File: src/rtl/ldpc_dvb_dec_cnode_restore_mlane_pkg.sv
// Shared types for the DVB-S2 LDPC cnode restore path: node widths, the min-sum row summary,
// the row context and the normalisation mode.
package ldpc_dvb_dec_cnode_restore_mlane_pkg;

    localparam int unsigned pLLR_W  = 4;
    localparam int unsigned pNODE_W = 8;
    localparam int unsigned pLANE_N = 8;
    localparam int unsigned cCOL_W  = 5;
    localparam int unsigned cADDR_W = 8;

    typedef logic [pLLR_W-1:0]  llr_t;
    typedef logic [pNODE_W-2:0] vnode_t;
    typedef logic [pNODE_W-1:0] node_t;
    typedef logic [cCOL_W-1:0]  vn_min_col_t;

    typedef struct packed {
        vnode_t      min1;
        vnode_t      min2;
        vn_min_col_t min1_col;
        logic        prod_sign;
    } vn_min_t;

    typedef struct packed {
        logic               mask_0_bit;
        logic [cADDR_W-1:0] addr;
    } cnode_ctx_t;

    typedef enum logic [1:0] {
        PLAIN  = 2'd0,
        OFFSET = 2'd1,
        SCALE  = 2'd2,
        RSVD   = 2'd3
    } cnode_norm_mode_t;

endpackage

File: src/rtl/ldpc_dvb_dec_cnode_restore_mlane_lane.sv
// One lane of the cnode restore: min select, min-sum correction, then sign-magnitude to two's complement.
module ldpc_dvb_dec_cnode_restore_lane
    import ldpc_dvb_dec_cnode_restore_mlane_pkg::*;
(
    input  logic             iclk,
    input  logic             iclkena,
    input  cnode_norm_mode_t imode,
    input  vnode_t           ioffset,
    input  vn_min_t          ivn_min,
    input  vn_min_col_t      ivnode_idx,
    input  logic             ivnode_sign,
    input  logic             ivnode_mask,
    input  logic             imask_0_bit,
    output node_t            ocnode,
    output logic             ozf
);

    vnode_t mag;
    vnode_t cmag;
    logic   sgn;
    logic   kill;

    vnode_t cmag_r;
    logic   sgn_r;
    logic   kill_r;

    // The column that supplied min1 must see min2 instead (exclude own contribution)
    always_comb begin
        mag  = (ivn_min.min1_col == ivnode_idx) ? ivn_min.min2 : ivn_min.min1;
        sgn  = ivn_min.prod_sign ^ ivnode_sign;
        kill = ivnode_mask & imask_0_bit;
        cmag = mag;
        case (imode)
            OFFSET:  cmag = (mag > ioffset) ? vnode_t'(mag - ioffset) : '0;
            SCALE:   cmag = vnode_t'(mag - (mag >> 2));
            default: cmag = mag;
        endcase
    end

    always_ff @(posedge iclk) begin
        if (iclkena) begin
            cmag_r <= cmag;
            sgn_r  <= sgn;
            kill_r <= kill;
            ozf    <= (cmag == '0) & (mag != '0) & ~kill;
        end
    end

    // Conditional negate; a zero magnitude with sign set folds back to 0
    always_ff @(posedge iclk) begin
        if (iclkena) begin
            ocnode <= kill_r ? '0
                             : node_t'(({1'b0, cmag_r} ^ {pNODE_W{sgn_r}}) + node_t'(sgn_r));
        end
    end

endmodule

File: src/rtl/ldpc_dvb_dec_cnode_restore_mlane.sv
// Multi-lane min-sum cnode restore with plain/offset/scaled normalisation, fixed 2-cycle latency,
// plus a saturating count of lanes the correction forced to zero.
module ldpc_dvb_dec_cnode_restore_mlane
    import ldpc_dvb_dec_cnode_restore_mlane_pkg::*;
#(
    parameter int unsigned pCNT_W = 16
) (
    input  logic                         iclk,
    input  logic                         ireset,
    input  logic                         iclkena,
    input  logic                         istart,
    input  logic [1:0]                   imode,
    input  logic [pNODE_W-2:0]           ioffset,
    input  logic                         ival,
    input  logic [pLANE_N*cCOL_W-1:0]    ivnode_idx,
    input  logic [pLANE_N-1:0]           ivnode_sign,
    input  logic [pLANE_N-1:0]           ivnode_mask,
    input  vn_min_t                      ivn_min,
    input  cnode_ctx_t                   icnode_ctx,
    output logic                         ocnode_val,
    output cnode_ctx_t                   ocnode_ctx,
    output logic [pLANE_N*pNODE_W-1:0]   ocnode,
    output logic [pCNT_W-1:0]            ozero_cnt
);

    localparam int unsigned cPOP_W = $clog2(pLANE_N + 1);
    localparam int unsigned cSUM_W = ((pCNT_W > cPOP_W) ? pCNT_W : cPOP_W) + 1;
    localparam logic [cSUM_W-1:0] cCNT_MAX = cSUM_W'({pCNT_W{1'b1}});

    cnode_norm_mode_t mode_r;
    cnode_norm_mode_t mode_use;
    vnode_t           offset_r;
    vnode_t           offset_use;
    logic             val1;
    cnode_ctx_t       ctx1;
    logic [pLANE_N-1:0] zf;
    logic [cPOP_W-1:0]  pop;
    logic [cSUM_W-1:0]  sum;
    logic [pCNT_W-1:0]  cnt_nxt;

    // A row arriving together with istart already uses the new settings
    assign mode_use   = istart ? cnode_norm_mode_t'(imode) : mode_r;
    assign offset_use = istart ? ioffset : offset_r;

    for (genvar l = 0; l < pLANE_N; l++) begin : g_lane
        ldpc_dvb_dec_cnode_restore_lane u_lane (
            .iclk        (iclk),
            .iclkena     (iclkena),
            .imode       (mode_use),
            .ioffset     (offset_use),
            .ivn_min     (ivn_min),
            .ivnode_idx  (ivnode_idx[l*cCOL_W +: cCOL_W]),
            .ivnode_sign (ivnode_sign[l]),
            .ivnode_mask (ivnode_mask[l]),
            .imask_0_bit (icnode_ctx.mask_0_bit),
            .ocnode      (ocnode[l*pNODE_W +: pNODE_W]),
            .ozf         (zf[l])
        );
    end

    always_comb begin
        pop = '0;
        for (int i = 0; i < int'(pLANE_N); i++) begin
            pop = pop + cPOP_W'(zf[i]);
        end
        sum     = cSUM_W'(ozero_cnt) + cSUM_W'(pop);
        cnt_nxt = (sum > cCNT_MAX) ? {pCNT_W{1'b1}} : pCNT_W'(sum);
    end

    always_ff @(posedge iclk or posedge ireset) begin
        if (ireset) begin
            val1       <= 1'b0;
            ocnode_val <= 1'b0;
            ozero_cnt  <= '0;
            mode_r     <= PLAIN;
            offset_r   <= '0;
        end else if (iclkena) begin
            val1       <= ival;
            ocnode_val <= val1;
            if (istart) begin
                mode_r    <= mode_use;
                offset_r  <= offset_use;
                ozero_cnt <= '0;
            end else if (val1) begin
                ozero_cnt <= cnt_nxt;
            end
        end
    end

    always_ff @(posedge iclk) begin
        if (iclkena) begin
            ctx1       <= icnode_ctx;
            ocnode_ctx <= ctx1;
        end
    end

endmodule
File: config.mk
export PLATFORM = sky130hd
export DESIGN_NAME = ldpc_dvb_dec_cnode_restore_mlane
export DESIGN_NICKNAME = d
export VERILOG_FILES = /design/src/rtl/ldpc_dvb_dec_cnode_restore_mlane_pkg.sv /design/src/rtl/ldpc_dvb_dec_cnode_restore_mlane_lane.sv /design/src/rtl/ldpc_dvb_dec_cnode_restore_mlane.sv
export SDC_FILE = /design/constraint.sdc
export NUM_CORES = 1
export LEC_CHECK = 0
export ABC_AREA = 0
export ABC_CLOCK_PERIOD_IN_PS = 10200
export CORE_MARGIN = 2
export CORE_UTILIZATION = 40
export DETAILED_ROUTE_END_ITERATION = 8
export PLACE_DENSITY = 0.68
export SETUP_SLACK_MARGIN = 0.1
export SYNTH_ARGS = -nofsm -noshare
export SYNTH_HDL_FRONTEND = slang
export SYNTH_SLANG_ARGS = --single-unit
File: constraint.sdc
create_clock -name iclk -period 10.2 [get_ports iclk]
set_input_delay 2.04 -clock iclk [delete_from_list [all_inputs] [get_ports iclk]]
set_output_delay 2.04 -clock iclk [all_outputs]
set_load 0.05 [all_outputs]
# [Yosys cells after proc, flatten, opt, wreduce, memory -nomap -nowiden]
# Cells that the tools add are included.
[word_totals] word_cells=196 out_inout_bits=90 reg_bits=189 inputBits=99
[classes] n_addsub=32 eq_ne=10 n_mux=29 magnitude_cmp=9 bitwise_logic=48 n_reduce_logical=19
[op_table] operator="$mux 7" count=17
[op_table] operator="$pmux 7 s2" count=8
[op_table] operator="$add 8x1->8" count=8
[op_table] operator="$xor 7x8->8" count=8
[op_table] operator="$gt 7x7->1" count=8
[op_table] operator="$logic_not 7->1" count=8
[op_table] operator="$reduce_bool 7->1" count=8
[op_table] operator="$sub 7x5->7" count=8
[op_table] operator="$sub 7x7->7" count=8
[op_table] operator="$mux 16" count=3
[op_table] operator="$eq 5x5->1" count=8
[op_table] operator="$and 1x1->1" count=24
[op_table] operator="$add 16x4->17" count=1
[op_table] operator="$gt 17x16->1 const B" count=1
[op_table] operator="$add 4x1->4" count=4
[op_table] operator="$not 1->1" count=8
[op_table] operator="$xor 1x1->1" count=8
[op_table] operator="$add 3x1->4" count=1
[op_table] operator="$reduce_and 2->1" count=2
[op_table] operator="$add 2x1->3" count=1
[op_table] operator="$add 1x1->2" count=1
[op_table] operator="$eq 2x1->1 const B" count=1
[op_table] operator="$eq 2x2->1 const B" count=1
[op_table] operator="$mux 2" count=1
[op_table] operator="$reduce_bool 2->1" count=1

# [Longest topological paths before layout]
# Gate-level depths: netlist (run 1).
[depth] depth_word=12 mapped_depth=17 mapped_depth_nobuf=16

# [Modules after synthesis]
# From an unflattened synthesis (run 1), not the netlist that was laid out.
[unflattened] hier_cells=2180 hier_area_um2=19193.4
[by_module_without_submodules] mod="ldpc_dvb_dec_cnode_restore_lane at g_lane[1].u_lane ..." seq_area_each_um2=540.5 area_per_inst_um2=2140.8 cells_per_inst=251 instances=6
[by_module_without_submodules] mod="ldpc_dvb_dec_cnode_restore_mlane" seq_area_each_um2=1216.2 area_per_inst_um2=2263.4 cells_per_inst=186 instances=1
[by_module_without_submodules] mod="ldpc_dvb_dec_cnode_restore_lane at g_lane[0].u_lane" seq_area_each_um2=540.5 area_per_inst_um2=2053.2 cells_per_inst=243 instances=1
[by_module_without_submodules] mod="ldpc_dvb_dec_cnode_restore_lane at g_lane[2].u_lane" seq_area_each_um2=540.5 area_per_inst_um2=2031.9 cells_per_inst=245 instances=1

# [Worst setup path after synthesis (run 1)]
# OpenSTA, ideal clock, no wires.
[synth_timing] path_kind="in2reg" from="in istart" to="reg g_lane[6].u_lane.ozf (data pin)" slack_ps=4470 t_arrival_ps=5560 n_path_buf=2 cell_stages=12 required_time_ps=10030 setup_time_ps=170 cell_sequence="clkbuf_1 > buf_1 > mux2i_1 > ha_1 > nor2b_1 > o31a_1 > o41a_1 > and2_1 > a221oi_1 > a21oi_1 > or4b_1 > nor4_2"
[synth_between] elab_chain_len=7 elab_cells_between_ends=11 classes_between="add/sub: 1; order compare: 1; eq/ne: 2; mux: 4; bitwise: 2; reduce/logical: 1"
[synth_lines] element="from (decl)" line_no="ldpc_dvb_dec_cnode_restore_mlane.sv:11" text="input logic istart,"
[synth_lines] element="$mux 7" line_no="ldpc_dvb_dec_cnode_restore_mlane.sv:43" text="assign offset_use = istart ? ioffset : offset_r;"
[synth_lines] element="$sub 7x7->7 / $gt 7x7->1 (equally long branches)" line_no="ldpc_dvb_dec_cnode_restore_mlane_lane.sv:34" text="OFFSET: cmag = (mag > ioffset) ? vnode_t'(mag - ioffset) : '0;"
[synth_lines] element="$mux 7" line_no="ldpc_dvb_dec_cnode_restore_mlane_lane.sv:34"
[synth_lines] element="$pmux 7 s2 (*)" line_no="ldpc_dvb_dec_cnode_restore_mlane_lane.sv:33" text="case (imode)"
[synth_lines] element="net g_lane[6].u_lane.cmag[3]" line_no="ldpc_dvb_dec_cnode_restore_mlane_lane.sv:19" text="vnode_t cmag;"
[synth_lines] element="$logic_not 7->1 (*)" line_no="ldpc_dvb_dec_cnode_restore_mlane_lane.sv:45" text="ozf <= (cmag == '0) & (mag != '0) & ~kill;"
[synth_lines] element="$and 1x1->1 (*) (2 in a row)" line_no="ldpc_dvb_dec_cnode_restore_mlane_lane.sv:45"
[synth_lines] element="to (signal assigned)" line_no="ldpc_dvb_dec_cnode_restore_mlane_lane.sv:45"
[synth_lines] element="to (decl)" line_no="ldpc_dvb_dec_cnode_restore_mlane_lane.sv:15" text="output logic ozf"
# The timed path passes the listed nets; every way through them passes the cells marked *.
# A chain may end at the register's enable or synchronous reset.

# [Worst setup path in the final report (run 1)]
[layout_timing] from="in ivn_min[2] in the netlist's numbering" to="reg g_lane[1].u_lane.ozf (data pin)"
[layout_between] elab_chain_len=8 elab_cells_between_ends=11 classes_between="add/sub: 2; order compare: 1; eq/ne: 1; mux: 3; bitwise: 2; reduce/logical: 2"
[layout_lines] element="from (decl)" line_no="ldpc_dvb_dec_cnode_restore_mlane.sv:18" text="input vn_min_t ivn_min,"
[layout_lines] element="$eq 5x5->1 (*)" line_no="ldpc_dvb_dec_cnode_restore_mlane_lane.sv:29" text="mag = (ivn_min.min1_col == ivnode_idx) ? ivn_min.min2 : ivn_min.min1;"
[layout_lines] element="$mux 7 (*)" line_no="ldpc_dvb_dec_cnode_restore_mlane_lane.sv:29"
[layout_lines] element="$sub 7x7->7 / $gt 7x7->1 (equally long branches)" line_no="ldpc_dvb_dec_cnode_restore_mlane_lane.sv:34"
[layout_lines] element="$mux 7" line_no="ldpc_dvb_dec_cnode_restore_mlane_lane.sv:34"
[layout_lines] element="$pmux 7 s2 (*)" line_no="ldpc_dvb_dec_cnode_restore_mlane_lane.sv:33"
[layout_lines] element="net g_lane[1].u_lane.cmag[0]" line_no="ldpc_dvb_dec_cnode_restore_mlane_lane.sv:19"
[layout_lines] element="$logic_not 7->1 (*)" line_no="ldpc_dvb_dec_cnode_restore_mlane_lane.sv:45"
[layout_lines] element="$and 1x1->1 (*) (2 in a row)" line_no="ldpc_dvb_dec_cnode_restore_mlane_lane.sv:45"
[layout_lines] element="to (signal assigned)" line_no="ldpc_dvb_dec_cnode_restore_mlane_lane.sv:45"
[layout_lines] element="to (decl)" line_no="ldpc_dvb_dec_cnode_restore_mlane_lane.sv:15"
# Marks and branches as above.

==> impl_results.md, run 1 <==
* DR WL/cell at about 19 um
* Clock network fraction of design power at roughly 23%
* Area growth syn-to-layout at 18.89%
* Layout cells sized above 1 at around 6.5%
* HPWL Detailed at 31,110 um
* Max Root-Sink Buffers at 2
* H-tree depth at 4
* Total GRT Usage at a little over a fifth
* CTS root buffer: clkbuf_16
* Max-Cap Viols at 0
* Largest net degree at the start of global routing at approximately 100
* PwrDens at around 160 nW/um^2
* Worst relative slew slack at a little under a quarter
* Clock insertion delay at the later pin of the skew report at about 0.47 ns
* Top FF cell, synth: edfxtp_1
* CP Depth at 15
* Slowest library cell on the worst path: clkdlybuf4s50_1
* Seq/Total Area, Yosys at between 30 and 40%
* Register area at around 5500 um^2
* Initial DRC Count at 837
* Initial Util at between 40% and 50%
* Synth unique cells at 73
* Clock Sinks at roughly 190
* Critical path class: in -> reg
* Hold Fails Final Rpt at 0
* Commonest cells after routing, fill and taps aside: clkdlybuf4s50_1, edfxtp_1, nor2_1
* Mapped cell area at between 15,000 and 20,000 um^2
* Crit path launch type: input port
* Slew @ Worst Pin at between 1 and 1.5 ns
* Switching power at 1.146 mW
* Status: completed
* Total gr overflow at 0
* # rows at a little over 70
* Vias in the first global route at about 12,000
* CTS tree: built
* DRT antenna net count at 0
* Vias per cell at ~5.6
* DRT Pass-1 Iters at 8
* Launching point of the worst reg2reg path: ozero_cnt[0]
* Crit path from: ivn_min[2]
* CP required at approximately 11 ns
* Slew Limit Fails at 0
* Syn nets at 1,808
* Final Setup Violations at 0
* Crit path cell chain: clkdlybuf4s50_1 > xor2_1 > nor3_2 > nand3_2 > mux2i_1 > inv_1 > ha_1 > nor2b_1 > o31a_1 > o31a_1 > o31ai_2 > o221ai_1 > a21boi_0 > or4b_1 > nor3_1
* Nets at 1,959
* Die Span Y at around 200 um
* Syn_area_per_cell at between 9 and 10 um^2
* Cts bufs inserted at 17
* RSZ-0062 raised after global routing: false
* Min Tclk post-route at about 6.3 ns
* Hold Crit Class: reg -> reg
* DRC at 0
* Multi-input logic area at 9228 um^2
* Core Region at 37,760 um^2
* WL final at 42,120 um
* Post-CTS Setup Bufs at 0
* Commonest non-fill, non-tap cell in the layout: clkdlybuf4s50_1
* Fin crit share at a little over 60%
* Layout Utilization at between 40 and 50%
* Fraction of registers with async set/reset at around 14%
* CP top delay family: compound AO/OA/AOI/OAI gates
* PostCTS Resize Cnt at 0
* VDD IR-drop max at between 0.1 and 0.15 mV
* Setup TNS at 0 ns
* Post-Place Cell Area at ~18,000 um^2
* Global-route wire length before repair at ~66,000 um
* Clock skew at between 0.02 and 0.025 ns
* I/O Buffers at between 150 and 200
* Die Wd at 200.2 um
* Kind of end point of the critical path: register
* IO Pins at ~190
* FF-to-FF path depth at 15
* RD Place Congestion at ~0.9
* Reg2reg setup slack at between 5 and 6 ns
* Static leakage at between 7 and 8 nW
* Seq pwr share at around 36%
* EDFF count, synth at approximately 160
* Most used cell, CP: o31a_1
* Reg2Reg Capture Point: ozero_cnt[12]
* Critical Path Max Stage Delay at 0.68 ns
* Ant. Diodes at 0
* Internal power at 1.859 mW
* Critical Path AT at around 6.6 ns
* Crit path buf inv count at 2
* Flops & latches, synth at roughly 190
* Reg clk slew, reported paths at around 0.070 ns
* Setup crit end: g_lane[1].u_lane.ozf
* Die ar. at approximately 40,000 um^2
* Post-synthesis cell count at 1,568
* Final instance area at ~18,000 um^2
* Combinational group share of total power at about two fifths
* Via count at approximately 12,000
* Maximum clock frequency at between 150 and 200 MHz
* Initial antenna violation count at 1
* # hold bufs at CTS at 0
* CP max FO at 9
* Synth warn at 0
* Net Sw Frac at 38.14%
* # fillers at ~3,500
## sequential cells by signal (all words and copies together), names as in the netlist
name / cells
ctx1: 9
g_lane.u_lane.ozf: 8
g_lane.u_lane.ocnode: 64
g_lane.u_lane.kill_r: 8
ocnode_ctx: 9
mode_r: 2
offset_r: 7
g_lane.u_lane.sgn_r: 8
g_lane.u_lane.cmag_r: 56
val1: 1
ocnode_val: 1
ozero_cnt: 16
## layer usage
layer / wire length [um] / track usage [%] / up-vias / part of all wire [%]
met3: 2425 / 4.247 / 63 / 5.8
met1: 18880 / 27.04 / 5935 / 45
met4: 1066 / 7.170 / 0 / 2.5
li1: - / - / 6073 / -
met5: 0 / 0 / - / 0
met2: 19740 / 34.61 / 401 / 47
## synthesized netlist by cell type (all sizes together), types with 27 or more instances
| master | instances | area share (%) |
|---|---|---|
| a21o | 43 | 2.1 |
| xnor2 | 72 | 4.1 |
| clkbuf | 46 | 1.1 |
| inv | 99 | 2.4 |
| nand2 | 89 | 2.2 |
| mux2i | 62 | 4.0 |
| a21oi | 83 | 2.7 |
| nor3 | 36 | 1.3 |
| nor2 | 122 | 3.0 |
| ha | 120 | 9.7 |
| mux2 | 32 | 2.4 |
| xor2 | 95 | 5.5 |
| nand3 | 28 | 1.2 |
| edfxtp | 162 | 32 |
| o21ai | 88 | 2.9 |
| nor2b | 35 | 1.4 |
| dfrtp | 27 | 4.4 |
## power by group through the flow
| stage | clock network [mW] | logic, mW | registers [mW] |
|---|---|---|---|
| 2_1_floorplan | 0 | 0.763 | 1.20 |
| 3_3_place_gp | 0 | 1.23 | 1.08 |
| 3_5_place_dp | 0 | 1.25 | 1.09 |
| 4_1_cts | 0.704 | 1.25 | 1.07 |
| 5_1_grt | 0.731 | 1.38 | 1.08 |
| 6_report | 0.677 | 1.26 | 1.07 |
## area by class of cell
cell class / instances / area share (%)
timing repair buffer: 197 / 10.65
clock inverter: 15 / 0.8677
inverter: 99 / 2.029
tap: 511 / 3.491
sequential: 189 / 30.25
multi-input combinational: 1215 / 50.39
clock buffer: 17 / 2.323
## kinds of logic after synthesis
kind of cell,count (synthesis),synth area share [%]
multiplexers,94,6.393
adder cells (fa/ha/maj),141,12.48
AO/OA/AOI/OAI,388,17.00
flip-flops,189,35.97
AND/OR/NAND/NOR,425,14.33
buffers and inverters,164,4.289
XOR/XNOR,167,9.544
## through the flow
| step | cells | hold WS, ns | power, mW | setup slack (ns) |
|---|---|---|---|---|
| after global routing | 2243 | 0.4298 | 3.198 | 3.405 |
| final | 2243 | 0.4218 | 3.005 | 3.876 |
| after detailed placement | 2211 | 0.4054 | 2.335 | 3.424 |
| after floorplan | 1568 | 0.4003 | 1.967 | 4.470 |
| after CTS | 2243 | 0.4220 | 3.031 | 3.912 |
| after global placement | 2211 | 0.4011 | 2.317 | 3.511 |
## worst min path at each step
| stage | start | end | slack [ns] | depth (start not counted) |
|---|---|---|---|---|
| after detailed placement | ctx1[8] | ocnode_ctx[8] | 0.41 | 0 |
| final | ctx1[8] | ocnode_ctx[8] | 0.42 | 0 |
| after CTS | ctx1[8] | ocnode_ctx[8] | 0.42 | 0 |
| after global placement | ctx1[8] | ocnode_ctx[8] | 0.40 | 0 |
| after floorplan | ctx1[0] | ocnode_ctx[0] | 0.40 | 0 |
| after global routing | ctx1[8] | ocnode_ctx[8] | 0.43 | 0 |
No activity file was read; power rests on OpenSTA's default activity.
==> run 2, diff against run 1 <==
- ABC_CLOCK_PERIOD_IN_PS: 10200 -> 5620
- PLACE_DENSITY: 0.68 -> 0.7
- clock period: 10.2 -> 5.62 ns (I/O delays scaled with it)
==> impl_results.md, run 2 (synthesized netlist as in run 1, its figures left out) <==
* Commonest cells after routing, fill and taps aside: clkdlybuf4s50_1, edfxtp_1, nor2_1
* Max reg flops at 64
* Total GRT Usage at 20.59%
* I/O Buffers at 188
* Clock skew at 0.01450 ns
* Setup crit end: g_lane[6].u_lane.ozf
* Crit path launch type: input port
* Vias per cell at 5.573
* Reg2reg setup slack at 1.01 ns
* Hold Crit Class: reg -> reg
* Most flop-heavy register: g_lane.u_lane.ocnode
* CP required at around 6 ns
* PwrDens at between 200 and 300 nW/um^2
* Total gr overflow at 0
* Reg2Reg Capture Point: ozero_cnt[8]
* Register area at roughly 5500 um^2
* VDD IR-drop max at approximately 0.18 mV
* # rows at 71
* Crit path from: ivn_min[5]
* Final Setup Violations at 0
* DRC at 0
* Critical Path AT at approximately 5.4 ns
* Slew @ Worst Pin at approximately 1.1 ns
* Clock insertion delay at the later pin of the skew report at approximately 0.46 ns
* Reg clk slew, reported paths at roughly 0.070 ns
* Launching point of the worst reg2reg path: ozero_cnt[0]
* Multi-input logic area at 9205 um^2
* CTS tree: built
* Fin crit share at between 90 and 100%
* Max-Cap Viols at 0
* IO Pins at approximately 190
* WL final at roughly 42,000 um
* Hold Fails Final Rpt at 0
* DRT Pass-1 Iters at 6
* Global-route wire length before repair at around 66,000 um
* Layout Utilization at approximately 49%
* Via count at around 13,000
* Post-Place Cell Area at 17,940 um^2
* Commonest non-fill, non-tap cell in the layout: clkdlybuf4s50_1
* Die Wd at 200.2 um
* DRT antenna net count at 0
* H-tree depth at 4
* Vias in the first global route at approximately 12,000
* Crit path buf inv count at 2
* Min Tclk post-route at 5.071 ns
* # hold bufs at CTS at 0
* CP max FO at 9
* Area growth syn-to-layout at 20.24%
* RD Place Congestion at around 0.93
* PostCTS Resize Cnt at 0
* Max Root-Sink Buffers at 2
* Critical path class: in -> reg
* Static leakage at 7.704 nW
* Die Span Y at between 200 and 250 um
* DR WL/cell at ~18 um
* Core Region at 37,760 um^2
* Nets at between 1,500 and 2,000
* Status: completed
* RSZ-0062 raised after global routing: false
* Die ar. at between 40,000 and 50,000 um^2
* CP top delay family: simple AND/OR/NAND/NOR gates
* Critical Path Max Stage Delay at about 0.64 ns
* Slew Limit Fails at 0
* Cts bufs inserted at 17
* HPWL Detailed at a little over 30,000 um
* CP Depth at 15
* Initial DRC Count at about 860
* Largest net degree at the start of global routing at 124
* Kind of end point of the critical path: register
* # fillers at approximately 3,500
* Setup TNS at 0 ns
* Initial antenna violation count at 0
* FF-to-FF path depth at 15
* Hold-critical path depth at 0
* Clock Sinks at 189
* Crit path cell chain: clkdlybuf4s50_1 > xor2_1 > nor3_2 > nand3_4 > mux2i_1 > inv_1 > ha_1 > o211a_1 > o31a_1 > o41a_1 > and2_1 > a221oi_1 > a21oi_1 > or4b_1 > nor4_2
* Ant. Diodes at 0
* CTS root buffer: clkbuf_16
* Final instance area at between 15,000 and 20,000 um^2
* Initial Util at around 41%
* Largest registers: g_lane.u_lane.ocnode: 64 flops, g_lane.u_lane.cmag_r: 56 flops, ozero_cnt: 16 flops
* Post-CTS Setup Bufs at 0
* Slowest library cell on the worst path: clkdlybuf4s50_1
* Maximum clock frequency at about 200 MHz
* Layout cells sized above 1 at a little under 8%
* Worst relative slew slack at around a quarter
==> run 2: cell types whose count changed in the layout (fill, tap and decap cells not counted), moves of 2 or more <==
cell,before,now
buf_4,9,38
mux2i_1,56,62
mux2i_2,6,0
clkinvlp_4,4,0
clkinv_4,0,3
clkbuf_1,0,2
inv_4,0,2
inv_6,5,3
==> run 2: worst min path at each step <==
stage,start,endpoint,slack (ns)
3_3_place_gp,ctx1[8],ocnode_ctx[8],0.40
5_1_grt,ctx1[1],ocnode_ctx[1],0.43
2_1_floorplan,ctx1[0],ocnode_ctx[0],0.40
4_1_cts,ctx1[3],ocnode_ctx[3],0.42
6_report,ctx1[3],ocnode_ctx[3],0.42
3_5_place_dp,ctx1[3],ocnode_ctx[3],0.40
==> run 2: area by class of cell <==
type | count | area share [%]
inverters | 99 | 2.006
flip-flops and latches | 189 | 29.91
multi-input cells | 1215 | 49.70
clock buffers | 21 | 2.547
clock inverters | 11 | 0.5675
well taps | 511 | 3.452
repair buffers | 227 | 11.82
==> run 2: report_power, final <==
group / internal, mW / switching (mW) / total, mW
Combinational: 0.955 / 1.37 / 2.32
Clock: 0.654 / 0.541 / 1.19
Sequential: 1.78 / 0.158 / 1.94
Total: 3.39 / 2.07 / 5.46
==> run 2: per-stage QoR <==
step / instances / hold WS (ns) / total power [mW] / worst slack, ns
3_3_place_gp: 2241 / 0.4018 / 4.238 / 0.1309
6_report: 2273 / 0.4187 / 5.456 / 0.5495
3_5_place_dp: 2241 / 0.4045 / 4.271 / 0.05332
2_1_floorplan: 1568 / 0.4003 / 3.569 / 0.8063
5_1_grt: 2273 / 0.4315 / 5.802 / 0.1505
4_1_cts: 2273 / 0.4207 / 5.486 / 0.5744
==> run 2: per-layer routing <==
| layer | vias to the layer above | global-route usage (%) | share of wire (%) |
|---|---|---|---|
| li1 | 6130 | - | - |
| met1 | 6044 | 27.85 | 45 |
| met2 | 432 | 33.25 | 46 |
| met3 | 61 | 3.824 | 5.9 |
| met4 | 0 | 6.716 | 2.4 |
| met5 | - | 0 | 0 |
==> run 2: worst reg2reg max path, stage by stage (launching register included) <==
cell,delay (ns)
dfrtp_1,0.44
fa_1,0.55
inv_1,0.06
fa_1,0.51
fa_1,0.48
fa_1,0.41
inv_1,0.08
fa_1,0.21
a21oi_1,0.08
o21bai_1,0.25
nand3_1,0.19
nor2_1,0.19
and3_1,0.28
nand3_1,0.39
o31a_1,0.23
o21ai_0,0.16
